--- config.mk ---
export PLATFORM = sky130hd
export DESIGN_NAME = fetch_unit
export DESIGN_NICKNAME = d
export VERILOG_FILES = /design/src/rtl/fetch_unit.sv
export SDC_FILE = /design/constraint.sdc
export NUM_CORES = 1
export LEC_CHECK = 0
export CAP_MARGIN = 25
export CORE_MARGIN = 2
export CORE_UTILIZATION = 45
export DETAILED_ROUTE_END_ITERATION = 10
export PLACE_DENSITY = 0.7
export SYNTH_ARGS = -nofsm -noshare
export SYNTH_HDL_FRONTEND = slang
export SYNTH_SLANG_ARGS = --single-unit
export TNS_END_PERCENT = 20
--- constraint.sdc ---
create_clock -name clk -period 6.9 [get_ports clk]
set_input_delay 1.38 -clock clk [delete_from_list [all_inputs] [get_ports clk]]
set_output_delay 1.38 -clock clk [all_outputs]
set_load 0.03 [all_outputs]
--- src/rtl/fetch_unit.sv ---
// Instruction fetch front-end: PC, single-outstanding imem requests, small
// instruction FIFO toward decode, and redirect with in-flight response discard.
module fetch_unit #(
  parameter logic [31:0] RESET_PC   = 32'h0000_0000,
  parameter int          IBUF_DEPTH = 2
) (
  input  logic        clk,
  input  logic        reset,
  output logic        imem_req_valid,
  input  logic        imem_req_ready,
  output logic [31:0] imem_req_addr,
  input  logic        imem_resp_valid,
  input  logic [31:0] imem_resp_data,
  input  logic        redirect_valid,
  input  logic [31:0] redirect_pc,
  output logic        ir_valid,
  input  logic        ir_ready,
  output logic [31:0] ir,
  output logic [31:0] ir_pc
);

  localparam int PW = $clog2(IBUF_DEPTH);
  localparam int CW = PW + 1;

  typedef enum logic [1:0] {
    S_REQ  = 2'd0,
    S_WAIT = 2'd1,
    S_DROP = 2'd2
  } state_e;

  state_e        state_q, state_d;
  logic [31:0]   pc_q, pc_d;
  logic [CW-1:0] count_q, count_d;
  logic [PW-1:0] head_q, head_d, tail_q, tail_d;
  logic [31:0]   data_q [IBUF_DEPTH];
  logic [31:0]   data_d [IBUF_DEPTH];
  logic [31:0]   addr_q [IBUF_DEPTH];
  logic [31:0]   addr_d [IBUF_DEPTH];
  logic          has_room;
  logic          push;
  logic          pop;

  assign has_room = (count_q < CW'(IBUF_DEPTH));

  // A redirect abandons an unaccepted request, so it also masks req_valid.
  always_comb begin
    imem_req_valid = (state_q == S_REQ) && has_room && !redirect_valid && !reset;
    imem_req_addr  = pc_q;
    ir_valid       = (count_q != {CW{1'b0}});
    if (ir_valid) begin
      ir    = data_q[head_q];
      ir_pc = addr_q[head_q];
    end else begin
      ir    = 32'h0000_0000;
      ir_pc = 32'h0000_0000;
    end
  end

  always_comb begin
    state_d = state_q;
    pc_d    = pc_q;
    count_d = count_q;
    head_d  = head_q;
    tail_d  = tail_q;
    data_d  = data_q;
    addr_d  = addr_q;
    push    = 1'b0;
    pop     = 1'b0;
    if (redirect_valid) begin
      pc_d    = {redirect_pc[31:2], 2'b00};
      count_d = {CW{1'b0}};
      head_d  = {PW{1'b0}};
      tail_d  = {PW{1'b0}};
      // Outstanding response still owed unless it lands this very cycle.
      if (state_q == S_REQ) begin
        state_d = S_REQ;
      end else if (imem_resp_valid) begin
        state_d = S_REQ;
      end else begin
        state_d = S_DROP;
      end
    end else begin
      pop = ir_valid && ir_ready;
      case (state_q)
        S_REQ: begin
          if (imem_req_valid && imem_req_ready) state_d = S_WAIT;
          else                                  state_d = S_REQ;
        end
        S_WAIT: begin
          if (imem_resp_valid) begin
            push    = 1'b1;
            pc_d    = pc_q + 32'd4;
            state_d = S_REQ;
          end else begin
            state_d = S_WAIT;
          end
        end
        S_DROP: begin
          if (imem_resp_valid) state_d = S_REQ;
          else                 state_d = S_DROP;
        end
        default: state_d = S_REQ;
      endcase
      if (push) begin
        data_d[tail_q] = imem_resp_data;
        addr_d[tail_q] = pc_q;
        tail_d         = tail_q + PW'(1);
      end else begin
        tail_d = tail_q;
      end
      if (pop) head_d = head_q + PW'(1);
      else     head_d = head_q;
      case ({push, pop})
        2'b10:   count_d = count_q + CW'(1);
        2'b01:   count_d = count_q - CW'(1);
        default: count_d = count_q;
      endcase
    end
  end

  // State, PC and buffer registers.
  always_ff @(posedge clk or posedge reset) begin
    if (reset) begin
      state_q <= S_REQ;
      pc_q    <= RESET_PC;
      count_q <= {CW{1'b0}};
      head_q  <= {PW{1'b0}};
      tail_q  <= {PW{1'b0}};
      for (int i = 0; i < IBUF_DEPTH; i++) begin
        data_q[i] <= 32'h0000_0000;
        addr_q[i] <= 32'h0000_0000;
      end
    end else begin
      state_q <= state_d;
      pc_q    <= pc_d;
      count_q <= count_d;
      head_q  <= head_d;
      tail_q  <= tail_d;
      data_q  <= data_d;
      addr_q  <= addr_d;
    end
  end

endmodule

==> out/results.ini, run 1 <==
[worst_hold_path]
hp-class=register to register

[placement]
dp.cells=988
place_hpwl_um=11800
portBuffers=161
gp_congestion=0.835
placed_area_um2=9380

[synth]
yosys_warnings=0
synth_area_per_cell_um2=11.8
syn_inst=643
syn-cell-area_um2=7580
yosysSeqAreaShare_pct=52.8
ys_ff_latch=160
synthDistinctLibCells=43
synth-main-ff-cell=dfrtp_1
synth_edf_count=0
async_reset_ff_share_pct=100

[clock_network]
clock-root-buffer=clkbuf_16
cts.sinks=160
clkTransAtPathRegs_ps=60
tritoncts=built
clk_latency_ps=420
post_cts_buffers=0
hold_buffers=0
cts_buffers=17
cts_resized=0
cts-root-to-sink-buffers=2
htree_levels=4

[worst_setup_path]
r2r_cells=5
r2r_end=imem_req_addr[28]
r2r_start=imem_req_addr[2]
regToRegSetupSlack_ps=4310
crit_start=redirect_valid
critical_path_arrival_ps=3270
worstSetupPathType=primary input to output pin
crit_path_end=imem_req_valid
cp_max_fo=22
worstPathRequired_ps=5520
end_kind=output pin
startpoint_type=primary input

[route]
detail_route.first_pass.iterations=4
finalWirelength_um=18200
first_iter_violations=296
wl_per_cell_um=17.9
drcViolationCount=0
via_per_inst=5.46
ant_nets=0
vias=5572

[run]
maxCapViolations=0

[timing]
rsz0062_at_grt=false
maxSlewHeadroom_pct=35.0
final-setup-viol-count=0
hold_viol=0
min_period_over_period_pct=67.4
final_max_slew_viol_count=0
worst_pin_slew_ps=969
fin_skew_ps=8.30
tns_ps=0
fmax_mhz=215
period_minus_slack_ps=4650

[floorplanning]
die_h_um=134
num_rows=47
core_um2=16500
fp.dieArea_um2=17900
ios=168
fp.dieW_um=134
initial_core_util_pct=45.9

[run_status]
outcome=completed

[layout]
final_area_um2=9970
multi_input_area_um2=3400
fin_cells=1021
area_delta_synth_final_pct=31.5
diodes=0
num-fill-cells=1294
drive_gt1_share_pct=21.2
seqCellArea_um2=4010
layout.nets=859

[grt]
grt_first_pass_wirelength_um=30100
grt_overflow=0
grt_max_degree=98
antenna_found_initial=0
grt_pass1_vias=5879
grtUsageTotal_pct=21.1

[power_and_ir_drop]
power.leakage_nw=4.14
powerDensity_nw_per_um2=240
vdd_drop_max_v=0.000172

-- registers in the layout (all words and copies together), names as in the netlist --
name	cells
data_q	64
tail_q	1
addr_q	60
state_q	2
count_q	2
head_q	1
imem_req_addr	30
-- how the worst min path moves through the flow --
stage	startpoint	to	slack [ps]	depth (start not counted)
floorplan	addr_q[20]	addr_q[20]	450	2
global placement	addr_q[20]	addr_q[20]	470	2
detailed placement	addr_q[6]	addr_q[6]	470	2
CTS	addr_q[6]	addr_q[6]	490	2
global route	data_q[3]	data_q[3]	510	1
finish	addr_q[6]	addr_q[6]	490	2
-- metal layers --
metal | vias to the layer above | wire length, um | global-route usage (%)
met5 | - | 0 | 0
met4 | 0 | 466 | 8.69
met3 | 31 | 682 | 4.16
met2 | 135 | 9140 | 35.8
met1 | 2818 | 7940 | 26.7
li1 | 2588 | - | -
-- synth_stat cells (all sizes together), types with 8 or more instances --
cell | n | area share, %
o21ai | 16 | 1.1
o31ai | 11 | 1.1
clkbuf | 33 | 1.6
a31oi | 15 | 1.2
buf | 12 | 0.96
dfrtp | 160 | 53
mux2i | 65 | 8.6
mux2 | 122 | 18
xnor2 | 8 | 0.92
nand2 | 27 | 1.4
nor2 | 87 | 4.3
nand3 | 16 | 1.1
or4 | 17 | 1.7
-- placed cells by master, fill, tap and decap left out, types with 4 or more instances in the layout --
cell / instances
or3_1: 5
nand3_1: 15
clkinvlp_4: 5
clkbuf_16: 17
xor2_1: 5
or4_1: 17
and4_1: 4
xnor2_1: 8
mux2i_1: 65
a31oi_1: 15
dfrtp_1: 159
nand4_1: 7
o21ai_0: 16
mux2_2: 122
o31ai_1: 11
buf_4: 5
nand2_1: 26
clkdlybuf4s50_1: 161
clkbuf_8: 7
nor2_1: 86
conb_1: 4
-- per-stage QoR --
step | hold slack (ps) | utilization [%] | setup slack [ps] | power (mW)
finish | 489 | 60.3 | 2250 | 2.39
detailed placement | 475 | 56.7 | 1850 | 1.52
global route | 511 | 60.3 | 2100 | 2.50
global placement | 467 | 56.6 | 1890 | 1.50
CTS | 488 | 60.2 | 2260 | 2.42
floorplan | 450 | - | 1200 | 1.37
-- cell families after synthesis --
group                      share of synthesized area [%]
and+or+nand+nor                                     11.5
other                                             0.0495
AOI/OAI and AO/OA                                   4.42
muxes                                               26.7
buffers and inverters                               2.84
DFF                                                 52.8
adders and majority gates                          0.165
xor gates and xnor gates                            1.50
-- power by group --
| part | internal [mW] | total [mW] | switching, mW |
|---|---|---|---|
| sequential | 1.05 | 1.14 | 0.0857 |
| clock | 0.525 | 0.889 | 0.364 |
| combinational | 0.194 | 0.360 | 0.166 |
-- worst max-delay path: stages --
cell and delay (ps):
clkdlybuf4s50_1 820, nor2_1 340, clkdlybuf4s50_1 730
-- area by class of cell --
type                       count  share of cell area, %
tap                          220                   2.76
clock buffer                  24                   5.23
multi-input combinational    436                   34.1
inverter                       5                  0.238
sequential                   160                   40.2
clock inverter                 8                  0.527
timing repair buffer         168                   16.9
No activity file was read; power rests on OpenSTA's default activity.
==> inputs of run 2 (changes only) <==
--- a/config.mk
+++ b/config.mk
@@ -9,7 +9,7 @@
 export CORE_MARGIN = 2
 export CORE_UTILIZATION = 45
 export DETAILED_ROUTE_END_ITERATION = 10
-export PLACE_DENSITY = 0.7
+export PLACE_DENSITY = 0.73
 export SYNTH_ARGS = -nofsm -noshare
 export SYNTH_HDL_FRONTEND = slang
 export SYNTH_SLANG_ARGS = --single-unit
==> constraint.sdc (replaced) <==
create_clock -name clk -period 3.75 [get_ports clk]
set_input_delay 0.75 -clock clk [delete_from_list [all_inputs] [get_ports clk]]
set_output_delay 0.75 -clock clk [all_outputs]
set_load 0.03 [all_outputs]
==> out/results.ini, run 2 (synthesis results as in run 1) <==
[worst_setup_path]
critical_path_arrival_ps=2480  ; -790 ps
cp_slowest_stage_delay_ps=690  ; -130 ps
end_kind=output pin
worstPathRequired_ps=3000  ; -2520 ps
crit_chain=buf_4 -> mux2i_1 -> nor2_1 -> clkdlybuf4s50_1
startpoint_type=register
cp_max_fo=21  ; -4.5%
worstSetupPathType=register to output pin
cp_top_family=buffers and inverters
crit_buf_inv=2  ; unchanged
cp_slowest_cell=clkdlybuf4s50_1

[clock_network]
cts-root-to-sink-buffers=2  ; unchanged
clock-root-buffer=clkbuf_16
hold_buffers=0  ; unchanged
cts_buffers=17  ; unchanged
clkTransAtPathRegs_ps=60  ; about the same
post_cts_buffers=0  ; unchanged
tritoncts=built
cts.sinks=160  ; unchanged
cts_resized=0  ; unchanged
htree_levels=4  ; unchanged
clk_latency_ps=410  ; about the same

[floorplanning]
num_rows=47  ; unchanged
ios=168  ; unchanged
die_h_um=134  ; unchanged
initial_core_util_pct=45.9  ; unchanged
core_um2=16500  ; unchanged
fp.dieW_um=134  ; unchanged
fp.dieArea_um2=17900  ; unchanged

[timing]
final-setup-viol-count=0  ; unchanged
rsz0062_at_grt=false
hold_viol=0  ; unchanged
fin_skew_ps=7.46  ; -0.843 ps
period_minus_slack_ps=3230
tns_ps=0  ; unchanged
maxSlewHeadroom_pct=58.0  ; +23 points
final_max_slew_viol_count=0  ; unchanged
fmax_mhz=309
worst_pin_slew_ps=625  ; -344 ps
min_period_over_period_pct=86.2

[grt]
grtUsageTotal_pct=21.3  ; +0.19 points
grt_pass1_vias=5901  ; +0.37%
grt_max_degree=64  ; -35%
antenna_found_initial=0  ; unchanged
grt_overflow=0  ; unchanged
grt_first_pass_wirelength_um=29800  ; -0.85%

[power_and_ir_drop]
powerDensity_nw_per_um2=456  ; +90%
vdd_drop_max_v=0.000367  ; +110%
p_sw_mw=1.10  ; +79%
power_frac_comb_pct=14.6  ; -0.5 points
seqPwrFrac_pct=45.7  ; -2.0 points
internal_power_mw=3.50  ; +97%
power.leakage_nw=4.21  ; +1.7%
power_switching_share_pct=24.0  ; -1.8 points
clockPowerShare_pct=39.8  ; +2.6 points

[layout]
area_delta_synth_final_pct=33.0
drive_gt1_share_pct=21.4  ; +0.21 points
diodes=0  ; unchanged
layout.nets=867  ; +0.93%
final_common_cell=clkdlybuf4s50_1
final_cell_mix=clkdlybuf4s50_1, dfrtp_1, mux2_2
largest_register_ffs=64  ; unchanged
num-fill-cells=1303  ; +0.70%
final_util_pct=61.0  ; +0.70 points
largest_register=data_q

[route]
wl_per_cell_um=18.0  ; +0.63%
finalWirelength_um=18400  ; +1.2%
first_iter_violations=305  ; +3.0%
vias=5619  ; +0.84%
drcViolationCount=0  ; unchanged
detail_route.first_pass.iterations=5  ; +1
ant_nets=0  ; unchanged
via_per_inst=5.47  ; +0.25%

[run_status]
outcome=completed

[placement]
place_hpwl_um=12600  ; +6.5%
portBuffers=161  ; unchanged
gp_congestion=0.845  ; +1.2%

[run]
maxCapViolations=0  ; unchanged

[worst_hold_path]
hp-class=register to register

-- run 2: cell count changes in the layout (fill, tap and decap cells not counted) --
cell        change
clkinvlp_4      -4
buf_4           +8
clkinv_2        -2
inv_6           -1
clkbuf_8        -2
clkbuf_1        +3
bufinv_16       +4
-- run 2: layout make-up --
| type | count | area, um2 | area share (%) |
|---|---|---|---|
| sequential | 160 | 4010 | 39.7 |
| multi-input combinational | 436 | 3400 | 33.7 |
| timing repair buffer | 176 | 1750 | 17.3 |
| clock buffer | 25 | 505 | 5.01 |
| tap | 220 | 275 | 2.73 |
| clock inverter | 5 | 125 | 1.24 |
| inverter | 5 | 22.5 | 0.223 |
-- run 2: final timing paths --
| kind | cells past startpoint | start | slack (ps) | end |
|---|---|---|---|---|
| worst max-delay path | 4 | head_q | 520 | ir[3] |
| worst min-delay path | 1 | data_q[54] | 500 | data_q[54] |
| worst max register to register | 5 | imem_req_addr[3] | 1180 | imem_req_addr[28] |
| worst min register to register | 1 | data_q[54] | 500 | data_q[54] |
| max in group asynchronous | 3 | reset | 2310 | head_q |
| min in group asynchronous | 2 | reset | 750 | addr_q[13] |
-- run 2: routing by layer --
metal	global-route usage (%)	wire length, um	vias up
li1	-	-	2602
met4	6.56	278	0
met3	5.29	875	18
met2	37.7	9590	171
met1	25.7	7710	2828
met5	0	0	-
-- run 2: power by group through the flow --
| stage | clock network (mW) | logic (mW) | registers (mW) |
|---|---|---|---|
| 6_report | 1.83 | 0.670 | 2.10 |
| 5_1_grt | 1.94 | 0.733 | 2.13 |
| 4_1_cts | 1.87 | 0.680 | 2.10 |
| 3_5_place_dp | 0 | 0.675 | 2.13 |
| 3_3_place_gp | 0 | 0.651 | 2.11 |
| 2_1_floorplan | 0 | 0.393 | 2.13 |
-- run 2: through the flow --
step	power [mW]	instance area, um2	hold slack, ps	cells	worst slack, ps
6_report	4.60	10100	502	1027	518
5_1_grt	4.80	10100	510	1027	383
2_1_floorplan	2.53	7600	450	646	971
4_1_cts	4.65	10100	505	1027	492
3_3_place_gp	2.76	9450	467	997	536
3_5_place_dp	2.81	9450	492	997	505
==> inputs of run 3 (changes only) <==
--- a/config.mk
+++ b/config.mk
@@ -9,7 +9,9 @@
 export CORE_MARGIN = 2
 export CORE_UTILIZATION = 45
 export DETAILED_ROUTE_END_ITERATION = 10
-export PLACE_DENSITY = 0.73
+export MAX_ROUTING_LAYER = met4
+export PLACE_DENSITY = 0.75
+export SETUP_SLACK_MARGIN = 0.2
 export SYNTH_ARGS = -nofsm -noshare
 export SYNTH_HDL_FRONTEND = slang
 export SYNTH_SLANG_ARGS = --single-unit
==> out/results.ini, run 3 (synthesis results as in run 1) <==
[timing]
final-setup-viol-count=0  ; unchanged
min_period_over_period_pct=89.3  ; +3.1 points
final_max_slew_viol_count=0  ; unchanged
period_minus_slack_ps=3350  ; +116 ps
holdWs_ps=495  ; -7.48 ps
hold_viol=0  ; unchanged
fin_skew_ps=7.46  ; +0.00433 ps
maxSlewHeadroom_pct=52.2  ; -5.8 points
tns_ps=0  ; unchanged
fmax_mhz=299  ; -3.5%
worst_pin_slew_ps=717  ; +92.5 ps
rsz0062_at_grt=false

[power_and_ir_drop]
powerDensity_nw_per_um2=437  ; -4.2%
vdd_drop_max_v=0.000313  ; -15%
power.leakage_nw=4.17  ; -0.95%
total_power_mw=4.38  ; -4.8%

[route]
drcViolationCount=0  ; unchanged
first_iter_violations=365  ; +20%
ant_nets=0  ; unchanged
finalWirelength_um=18300  ; -1.1%
wl_per_cell_um=17.8  ; -1.1%
detail_route.first_pass.iterations=4  ; -1
via_per_inst=5.40  ; -1.4%
vias=5541  ; -1.4%

[layout]
layout.nets=866  ; -0.12%
drive_gt1_share_pct=21.8  ; +0.37 points
final_area_um2=10000  ; -0.67%
largest_register=data_q
final_common_cell=clkdlybuf4s50_1
area_delta_synth_final_pct=32.1
final_cell_mix=clkdlybuf4s50_1, dfrtp_1, mux2_2
diodes=0  ; unchanged
largest_register_ffs=64  ; unchanged

[worst_setup_path]
r2r_end=imem_req_addr[18]
r2r_cells=5  ; unchanged
regToRegSetupSlack_ps=1170  ; about the same
worstPathRequired_ps=3000  ; about the same
startpoint_type=register
r2r_start=imem_req_addr[2]
crit_start=head_q
critical_path_arrival_ps=2600  ; +120 ps
cp_max_fo=35  ; +67%
worstSetupPathType=register to output pin
end_kind=output pin

[clock_network]
cts_buffers=17  ; unchanged
clkTransAtPathRegs_ps=60  ; about the same
hold_buffers=0  ; unchanged
cts.sinks=160  ; unchanged
cts_resized=0  ; unchanged
post_cts_buffers=0  ; unchanged
clock-root-buffer=clkbuf_16
cts-root-to-sink-buffers=2  ; unchanged
tritoncts=built
htree_levels=4  ; unchanged
clk_latency_ps=420  ; about the same

[floorplanning]
num_rows=47  ; unchanged
ios=168  ; unchanged
fp.dieArea_um2=17900  ; unchanged
die_h_um=134  ; unchanged
core_um2=16500  ; unchanged
initial_core_util_pct=45.9  ; unchanged
fp.dieW_um=134  ; unchanged

[placement]
gp_congestion=0.859  ; +1.6%
place_hpwl_um=12400  ; -1.5%
portBuffers=161  ; unchanged
placed_area_um2=9470  ; +0.16%

[grt]
grt_overflow=0  ; unchanged
antenna_found_initial=0  ; unchanged
grt_pass1_vias=5853  ; -0.81%
grtUsageTotal_pct=22.0  ; +0.71 points
grt_max_degree=67  ; +4.7%
grt_first_pass_wirelength_um=30300  ; +1.6%

[worst_hold_path]
holdPathStages=2  ; +1
hold_end=addr_q[6]
hp-start=addr_q[6]
hp-class=register to register

[run_status]
outcome=completed

[run]
maxCapViolations=0  ; unchanged

## run 3: cell count changes in the layout (fill, tap and decap cells not counted), moves of 2 or more
cell / previous run / this run
buf_12: 2 / 4
buf_4: 13 / 11
bufinv_16: 4 / 1
clkbuf_1: 3 / 1
clkbuf_8: 5 / 2
clkinv_2: 1 / 6
clkinvlp_4: 1 / 4
## run 3: worst max-delay path by stage
stage | end | slack (ps) | depth (start not counted)
final | ir[9] | 400 | 4
after global routing | ir[9] | 320 | 4
after CTS | ir[9] | 390 | 4
after detailed placement | imem_req_addr[18] | 510 | 5
after global placement | imem_req_addr[18] | 600 | 5
after floorplan | addr_q[10] | 970 | 1
## run 3: metrics by stage
step / utilization (%) / cells / worst slack (ps)
final: 60.6 / 1027 / 402
after detailed placement: 57.3 / 996 / 505
after global placement: 57.3 / 996 / 601
after global routing: 60.6 / 1027 / 318
after CTS: 60.6 / 1027 / 386
after floorplan: - / 646 / 971
## run 3: cell type report
type                       count  area [um2]
timing repair buffer         175        1760
tap                          220         275
fill                        1335        6510
multi-input combinational    436        3400
inverter                       5        22.5
sequential                   160        4010
clock buffer                  20         457
clock inverter                11        91.3
## run 3: critical path, stage by stage (launching register included)
cell	delay (ps)
dfrtp_4	900
buf_4	320
mux2i_1	100
nor2_1	150
clkdlybuf4s50_1	690
## run 3: layer usage
metal  vias to the layer above  GRT usage, %  wire length, um
li1                       2603             -                -
met2                       130          37.5             9560
met3                        23          3.48              577
met5                         -             -                0
met4                         0          6.86              275
met1                      2785          27.2             7850
## run 3: power by group
part	leakage, nW	internal, mW	total (mW)	switching [mW]
Combinational	1.82	0.362	0.666	0.303
Sequential	2.08	1.94	2.10	0.162
Clock	0.267	0.937	1.61	0.673
Total	4.17	3.24	4.38	1.14
